--- config.mk ---
export PLATFORM = sky130hd
export DESIGN_NAME = clock_gate_ctrl
export DESIGN_NICKNAME = d
export VERILOG_FILES = /design/src/rtl/clock_gate_ctrl.sv
export SDC_FILE = /design/constraint.sdc
export NUM_CORES = 1
export LEC_CHECK = 0
export ABC_AREA = 1
export CAP_MARGIN = 10
export CORE_MARGIN = 1
export CORE_UTILIZATION = 37
export CTS_BUF_LIST = sky130_fd_sc_hd__clkbuf_4
export CTS_CLUSTER_DIAMETER = 200
export DETAILED_ROUTE_END_ITERATION = 12
export GPL_TIMING_DRIVEN = 0
export HOLD_SLACK_MARGIN = 0.05
export PLACE_DENSITY = 0.7
export SYNTH_ARGS = -nofsm -noshare
export SYNTH_HDL_FRONTEND = slang
export SYNTH_SLANG_ARGS = --single-unit
--- constraint.sdc ---
create_clock -name clk_i -period 1.9 [get_ports clk_i]
set_input_delay 0.38 -clock clk_i [delete_from_list [all_inputs] [get_ports clk_i]]
set_output_delay 0.38 -clock clk_i [all_outputs]
set_load 0.01 [all_outputs]
--- src/rtl/clock_gate_ctrl.sv ---
// Enable controller for the core clock gate: idle hysteresis, sleep, and wake settle.
// Optional gated-cycle statistics counter is enabled with `define CG_CTRL_STATS_EN.
module clock_gate_ctrl #(
  parameter int unsigned IDLE_CYCLES = 4,
  parameter int unsigned WAKE_CYCLES = 2
) (
  input  logic        clk_i,
  input  logic        rst_i,
  input  logic        sleep_req_i,
  input  logic        busy_i,
  input  logic        wake_i,
  output logic        cg_en_o,
  output logic        sleeping_o,
  output logic [31:0] gated_cycles_o
);

  typedef enum logic [1:0] {
    RUN   = 2'd0,
    DRAIN = 2'd1,
    SLEEP = 2'd2,
    WAKE  = 2'd3
  } state_e;

  localparam logic [7:0] IdleLast = 8'(IDLE_CYCLES - 1);
  localparam logic [7:0] WakeLast = 8'(WAKE_CYCLES - 1);

  state_e     state_q, state_d;
  logic [7:0] cnt_q, cnt_d;
  logic       cg_en_q, cg_en_d;
  logic       sleeping_q, sleeping_d;
  logic       qualify;

  // wake_i is folded into the qualifying term, so wake beats sleep in RUN and DRAIN.
  assign qualify = sleep_req_i && !busy_i && !wake_i;

  always_comb begin
    state_d = state_q;
    cnt_d   = cnt_q;
    unique case (state_q)
      RUN: begin
        if (qualify) begin
          if (IDLE_CYCLES == 1) begin
            state_d = SLEEP;
            cnt_d   = '0;
          end else begin
            state_d = DRAIN;
            cnt_d   = 8'd1;
          end
        end
      end
      DRAIN: begin
        if (!qualify) begin
          state_d = RUN;
          cnt_d   = '0;
        end else if (cnt_q == IdleLast) begin
          state_d = SLEEP;
          cnt_d   = '0;
        end else begin
          cnt_d = cnt_q + 8'd1;
        end
      end
      SLEEP: begin
        if (wake_i) begin
          state_d = WAKE;
          cnt_d   = '0;
        end
      end
      WAKE: begin
        if (cnt_q == WakeLast) begin
          state_d = RUN;
          cnt_d   = '0;
        end else begin
          cnt_d = cnt_q + 8'd1;
        end
      end
      default: begin
        state_d = RUN;
        cnt_d   = '0;
      end
    endcase
    cg_en_d    = (state_d != SLEEP);
    sleeping_d = (state_d == SLEEP) || (state_d == WAKE);
  end

  // Outputs are decoded from the next state so they register in the same update.
  always_ff @(posedge clk_i) begin
    if (rst_i) begin
      state_q    <= RUN;
      cnt_q      <= '0;
      cg_en_q    <= 1'b1;
      sleeping_q <= 1'b0;
    end else begin
      state_q    <= state_d;
      cnt_q      <= cnt_d;
      cg_en_q    <= cg_en_d;
      sleeping_q <= sleeping_d;
    end
  end

  assign cg_en_o    = cg_en_q;
  assign sleeping_o = sleeping_q;

`ifdef CG_CTRL_STATS_EN
  logic [31:0] gated_q;

  always_ff @(posedge clk_i) begin
    if (rst_i) begin
      gated_q <= '0;
    end else if (!cg_en_q && (gated_q != '1)) begin
      gated_q <= gated_q + 32'd1;
    end
  end

  assign gated_cycles_o = gated_q;
`else
  assign gated_cycles_o = '0;
`endif

endmodule

Word-level counts from Yosys, hierarchy flattened --
Cells that the tools add are included.
Storage, ports and cells: register bits 12, bits of input ports 5
Cells by class: reduce and logical (&&, ||, !) cells 7, eq/ne operators 10, muxes and demuxes 12, add/subtract/negate cells 1
Operator list (number):
- 8-bit 2-to-1 mux | 5
- 8-bit one-hot mux with 4 select lines | 1
- 2-bit 2-to-1 mux | 5
- 8-bit by 1-bit adder with 8-bit output (second input constant) | 1
- 2-bit equality test (second input constant) | 4
- 8-bit by 1-bit equality test with 1-bit output (second input constant) | 1
- 8-bit by 2-bit equality test with 1-bit output (second input constant) | 1
- 2-bit one-hot mux with 4 select lines | 1
- 2-bit inequality test (second input constant) | 3
- 2-bit by 1-bit equality test with 1-bit output (second input constant) | 1
- 1-bit logical AND | 2
- 1-bit logical NOT | 2
- 2-bit logical NOT | 1
- 2-bit AND reduction | 1
- 1-bit logical OR | 1

Logic depth before layout (Yosys ltp) --
Gate-level depths: netlist (run 1).
word-level depth 7, depth in mapped cells 9

Worst setup path before layout (run 1) --
No wires, ideal clock.
path kind register -> register, start point register cnt_q[0], end point register state_q[0], data arrival time 1.102 ns, cell stages (with the launch flop) 7, library setup time 0.113 ns, slack 0.685 ns, clock period less this slack 1.215 ns, data required time 1.787 ns, cell sequence dfxtp_1 ha_1 nand2_1 o21ai_2 nand2_2 o21ai_1 inv_1
Between the ends: word-level cells in the longest chain between the ends 4
Ends and longest elaborated chain:
- start: declaration | line 28 | logic [7:0] cnt_q, cnt_d;
- start signal: assignment | line 94 | cnt_q <= cnt_d;
- 8-bit by 2-bit equality test with 1-bit output | line 55 | end else if (cnt_q == IdleLast) begin
- 2-bit 2-to-1 mux | line 55
- 2-bit 2-to-1 mux | line 52 | if (!qualify) begin
- 2-bit one-hot mux with 4 select lines * | line 39 | unique case (state_q)
- end signal: assignment | line 93 | state_q <= state_d;
- end: declaration | line 27 | state_e state_q, state_d;
Every way passes the cells marked *; elsewhere a longest branch is shown, timed or not. A chain may end at the register's enable or synchronous reset.

Final worst setup path (run 1) --
start point register sleeping_q, in the netlist sleeping_o, end point output sleeping_o
RTL lines:
- start: declaration | line 30 | logic sleeping_q, sleeping_d;
- start signal: assignment | line 96 | sleeping_q <= sleeping_d;
- end: declaration | line 13 | output logic sleeping_o,
No word-level cell between the ends.

==> results of run 1 <==
-- cells in the final DEF, fill, tap and decap left out, drive strengths merged --
master         count
inv               23
nand2             40
nand4              4
nor2              11
ha                 2
dfxtp             12
buf               32
clkinv             2
o21ai              9
clkdlybuf4s50      6
nor3               2
clkbuf             3
o211ai             2
nand3              7
conb              32
a21oi              8
-- logic make-up (layout without fill, tap and decap cells) --
kind of cell,Yosys count,count (layout)
buffers and inverters,56,66
AND/OR/NAND/NOR,64,64
AO/OA/AOI/OAI,19,19
adder cells (fa/ha/maj),2,2
other,1,32
flip-flops,12,12
-- metrics by stage --
stage	hold slack, ns	cells	setup WS, ns	util
after CTS	0.494	225	0.402	0.492
final	0.493	225	0.409	0.492
after floorplan	0.449	185	0.685	-
after global routing	0.509	225	0.307	0.492
after global placement	0.473	221	0.189	0.481
after detailed placement	0.482	221	0.159	0.481
-- final timing paths --
kind                                  from          to  slack [ns]  cells past startpoint
worst max-delay path            sleeping_o  sleeping_o        0.41                      1
worst min-delay path              cnt_q[7]    cnt_q[7]        0.49                      2
worst max register to register    cnt_q[0]  state_q[0]        0.47                      6
worst min register to register    cnt_q[7]    cnt_q[7]        0.49                      2
-- per-layer routing --
layer  vias to the layer above  part of all wire  wire [um]  track usage
li1                        498                 -          -            -
met1                       360              0.47        812        0.158
met2                        25              0.46        784        0.210
met3                         5             0.051         88       0.0254
met4                         0             0.020         34       0.0769
met5                         -                 0          0            0
-- flip-flops by register name (all words and copies together) (netlist names) --
| name | count |
|---|---|
| cnt_q | 8 |
| state_q | 2 |
| cg_en_o | 1 |
| sleeping_o | 1 |
-- power breakdown --
group	switching (mW)	total (mW)	internal, mW
Sequential	0.00618	0.261	0.255
Clock	0.0876	0.164	0.0761
Combinational	0.0680	0.131	0.0625
Total	0.162	0.556	0.394
-- final cells by class --
type / instances / area (um^2)
fillers: 261 / 1280
multi-input cells: 117 / 546
flip-flops and latches: 12 / 240
plain buffers: 32 / 240
inverters: 24 / 90.1
repair buffers: 6 / 60.1
well taps: 30 / 37.5
clock buffers: 3 / 22.5
clock inverters: 1 / 3.75
==> results.yml, run 1 <==
synthesis:
  synth_edf_count: 0
  synth.ff_latch_count: 12
  yosysMostFrequentCell: "nand2_1"
  synth_area_leaders: "dfxtp_1, buf_4, nand2_1, inv_1, a21oi_1"
  synthSimpleGateAreaFrac: 0.289
  synth_area_um2: 1000
  avgSynthCellArea_um2: 6.49
  yosysWarnings: 0
  async_reset_ff_frac: 0
  synth-compound-area-share: 0.111
  netlist.area_leader.share: 0.240
  ys_seq_area_frac: 0.240
  synthAdderAreaFrac: 0.0250
  ys.flop_type: "dfxtp_1"
  synth_top_cell_by_area: "dfxtp_1"
  synth_top_family_by_area: "buffers and inverters"
  synthXorXnorAreaFrac: 0
  syn_inst: 154
  yosys-top-cells-count: "nand2_1, buf_4, inv_1, dfxtp_1, nor2_1"
  synth.distinct_cells: 23
  synthMuxAreaShare: 0
routing:
  drt_iter0_markers: 17
  drt_first_pass_iters: 4
  via_per_inst: 3.95
  detail_route.wl_per_cell_um: 7.64
  wirelength_mm: 1.72
  postRouteAntennaNets: 0
  route.vias.total: 888
  drcViolationCount: 0
sta:
  slew_violations: 0
  timing.final.hold_violations: 0
  finalSetupTns_ns: 0
  rsz0062_at_grt: "no"
  setup_viol: 0
  fin_crit_ns: 1.49
  fin_skew_ns: 0.00392
  fin_crit_sh: 0.785
  max_freq_mhz: 671
global_routing:
  grt_pass1_wl_mm: 2.64
  grt_pass1_vias: 667
  grt.total_usage: 0.130
  grt_overflow: 0
  antenna_found_initial: 0
  grt_max_degree: 8
min_path:
  worstHoldPathType: "reg2reg"
setup_path:
  slowest_stage: "clkdlybuf4s50_1"
  worst-path-max-fanout: 1
  crit_path_end_kind: "primary output"
  start_kind: "flop"
  max_stage_delay_ns: 0.52
  cp.arrival_ns: 1.11
  worstPathRequired_ns: 1.52
  crit_buf_inv: 1
  critical_path.cell_chain: "clkdlybuf4s50_1"
  critical_path_class: "reg2out"
  path_delay_family: "buffers and inverters"
cts:
  ctsResizeCount: 0
  clkSinkCount: 12
  numCtsBuffers: 3
  clock_latency_ns: 0.28
  cts_tree: "done"
  clk_pin_slew_ns: 0.08
  cts_buffer_depth: 2
  ctsRootBufferMaster: "clkbuf_4"
  htreeDepth: 1
  cts_hold_buf: 0
  post_cts_buffers: 0
power:
  irDropWorstVdd_uv: 261
  leakagePower_nw: 0.698
  total_power_mw: 0.556
  power.density_nw_per_um2: 448
floorplan:
  initial_utilization: 0.396
  dieArea_um2: 2910
  io_pins: 39
  die_h_um: 54.0
  num_rows: 18
  dieWidth_um: 54.0
  coreArea_um2: 2520
cells_and_area:
  layout.nets: 203
  final_area_um2: 1240
  syn_to_final_growth_pct: 24.0
  drive_above_1_share: 0.241
  antenna_cells: 0
placed_design:
  place.gp.congestion: 0.865
  placed_area_um2: 1210
  hpwl_mm: 1.38
  port_buffers: 6
status:
  run_status: "completed"
job:
  max_cap_viol_count: 0
Power figures use the tool's default switching activity.
==> run 2, diff against run 1 <==
==> constraint.sdc (replaced) <==
create_clock -name clk_i -period 1.4 [get_ports clk_i]
set_input_delay 0.28 -clock clk_i [delete_from_list [all_inputs] [get_ports clk_i]]
set_output_delay 0.28 -clock clk_i [all_outputs]
set_load 0.01 [all_outputs]
==> results.yml, run 2 (same netlist as run 1, synthesis figures left out) <==
status:
  run_status: "completed"
cells_and_area:
  reg_top3: "cnt_q (8), state_q (2)"
  top_register: "cnt_q"
  mostFrequentLayoutCells: "nand2_1, buf_4, conb_1"
  syn_to_final_growth_pct: 27.7
  final_area_um2: 1280
  layout.nets: 203
  largest_reg_flops: 8
  drive_above_1_share: 0.262
  antenna_cells: 0
  layout_commonest_cell: "nand2_1"
sta:
  holdWs_ns: 0.493
  fin_crit_ns: 1.32
  max_freq_mhz: 757
  slew_violations: 0
  finalSetupTns_ns: 0
  setup_viol: 0
  timing.final.hold_violations: 0
  fin_crit_sh: 0.944
  setup_ws_ns: 0.0789
  fin_skew_ns: 0.00255
  rsz0062_at_grt: "yes"
cts:
  clk_pin_slew_ns: 0.07
  numCtsBuffers: 3
  cts_buffer_depth: 2
  cts_tree: "done"
  clkSinkCount: 12
  clock_latency_ns: 0.27
  htreeDepth: 1
  ctsRootBufferMaster: "clkbuf_4"
setup_path:
  r2r_start: "cnt_q[1]"
  critical_path_class: "in2reg"
  crit_path_end_kind: "flop"
  worstPathRequired_ns: 1.62
  reg2reg_slack_ns: 0.12
  cp.arrival_ns: 1.55
  reg2reg_to: "state_q[0]"
  worst-path-max-fanout: 5
  start_kind: "primary input"
  reg2reg_depth: 7
placed_design:
  placed_area_um2: 1210
  port_buffers: 6
  place.gp.congestion: 0.865
  hpwl_mm: 1.38
  dp_slack_ns: -0.241
routing:
  route.vias.total: 889
  postRouteAntennaNets: 0
  drcViolationCount: 0
  drt_first_pass_iters: 4
  detail_route.wl_per_cell_um: 7.68
  wirelength_mm: 1.73
  drt_iter0_markers: 19
  via_per_inst: 3.95
floorplan:
  dieArea_um2: 2910
  dieWidth_um: 54.0
  coreArea_um2: 2520
  num_rows: 18
  initial_utilization: 0.396
  io_pins: 39
  die_h_um: 54.0
min_path:
  worstHoldStart: "cnt_q[7]"
  worstHoldPathType: "reg2reg"
  holdPathStages: 2
  holdPathEnd: "cnt_q[7]"
global_routing:
  grt_pass1_vias: 667
  antenna_found_initial: 0
  grt.total_usage: 0.130
  grt_max_degree: 8
  grt_pass1_wl_mm: 2.64
  grt_overflow: 0
power:
  irDropWorstVdd_uv: 353
  power.density_nw_per_um2: 595
  leakagePower_nw: 0.717
job:
  max_cap_viol_count: 0
==> run 2: cell count changes in the layout (fill, tap and decap cells not counted), moves of 2 or more <==
cell,before,now
nor2_1,9,7
clkdlybuf4s50_1,6,4
nor2_2,1,3
dlymetal6s2s_1,0,2
==> run 2: timing repair <==
item / 4_1_cts / 5_1_grt
setup buffers: 0 / 0
gates resized for setup: 1 / 8
hold buffers: 0 / 0
setup endpoints to repair: 7 / 11
gates cloned: 0 / 0
hold endpoints to repair: 0 / 0
==> run 2: layout make-up <==
| class | count | area [um^2] |
|---|---|---|
| Multi-Input combinational cell | 117 | 576 |
| Timing Repair Buffer | 6 | 65.1 |
| Tap cell | 30 | 37.5 |
| Inverter | 24 | 90.1 |
| Sequential cell | 12 | 241 |
| Fill cell | 249 | 1250 |
| Clock buffer | 3 | 22.5 |
| Buffer | 32 | 240 |
| Clock inverter | 1 | 3.75 |
==> run 2: how the worst max path moves through the flow <==
stage,startpoint,to,slack (ns),cells after the start
after global routing,wake_i,cnt_q[3],-0.005,6
after CTS,sleeping_o,sleeping_o,0.002,1
after detailed placement,sleep_req_i,cnt_q[2],-0.24,9
after global placement,sleep_req_i,cnt_q[2],-0.21,9
after floorplan,cnt_q[0],state_q[0],0.18,6
final,wake_i,cnt_q[3],0.08,6
==> run 2: layer usage <==
layer | wire length (um) | GRT usage
met2 | 794 | 0.210
met4 | 34 | 0.0769
met5 | 0 | 0
met1 | 803 | 0.158
met3 | 97 | 0.0254
==> run 2: power breakdown <==
| part | total (mW) | leakage, nW | internal (mW) | switching, mW |
|---|---|---|---|---|
| clock network | 0.221 | 0.0154 | 0.103 | 0.117 |
| registers | 0.357 | 0.0973 | 0.347 | 0.0104 |
| logic | 0.181 | 0.605 | 0.0872 | 0.0941 |
| total | 0.759 | 0.717 | 0.537 | 0.222 |
==> run 2: metrics by stage <==
stage / util / power, mW / instances
final: 0.506 / 0.759 / 225
after global routing: 0.506 / 0.805 / 225
after CTS: 0.493 / 0.767 / 225
after detailed placement: 0.481 / 0.538 / 221
after global placement: 0.481 / 0.536 / 221
after floorplan: - / 0.508 / 185
==> run 2: critical path, cell delays in order <==
cell,delay [ns]
clkdlybuf4s50_1,0.48
nor3_1,0.45
o211ai_1,0.13
o21ai_1,0.09
nand2_1,0.06
inv_1,0.05
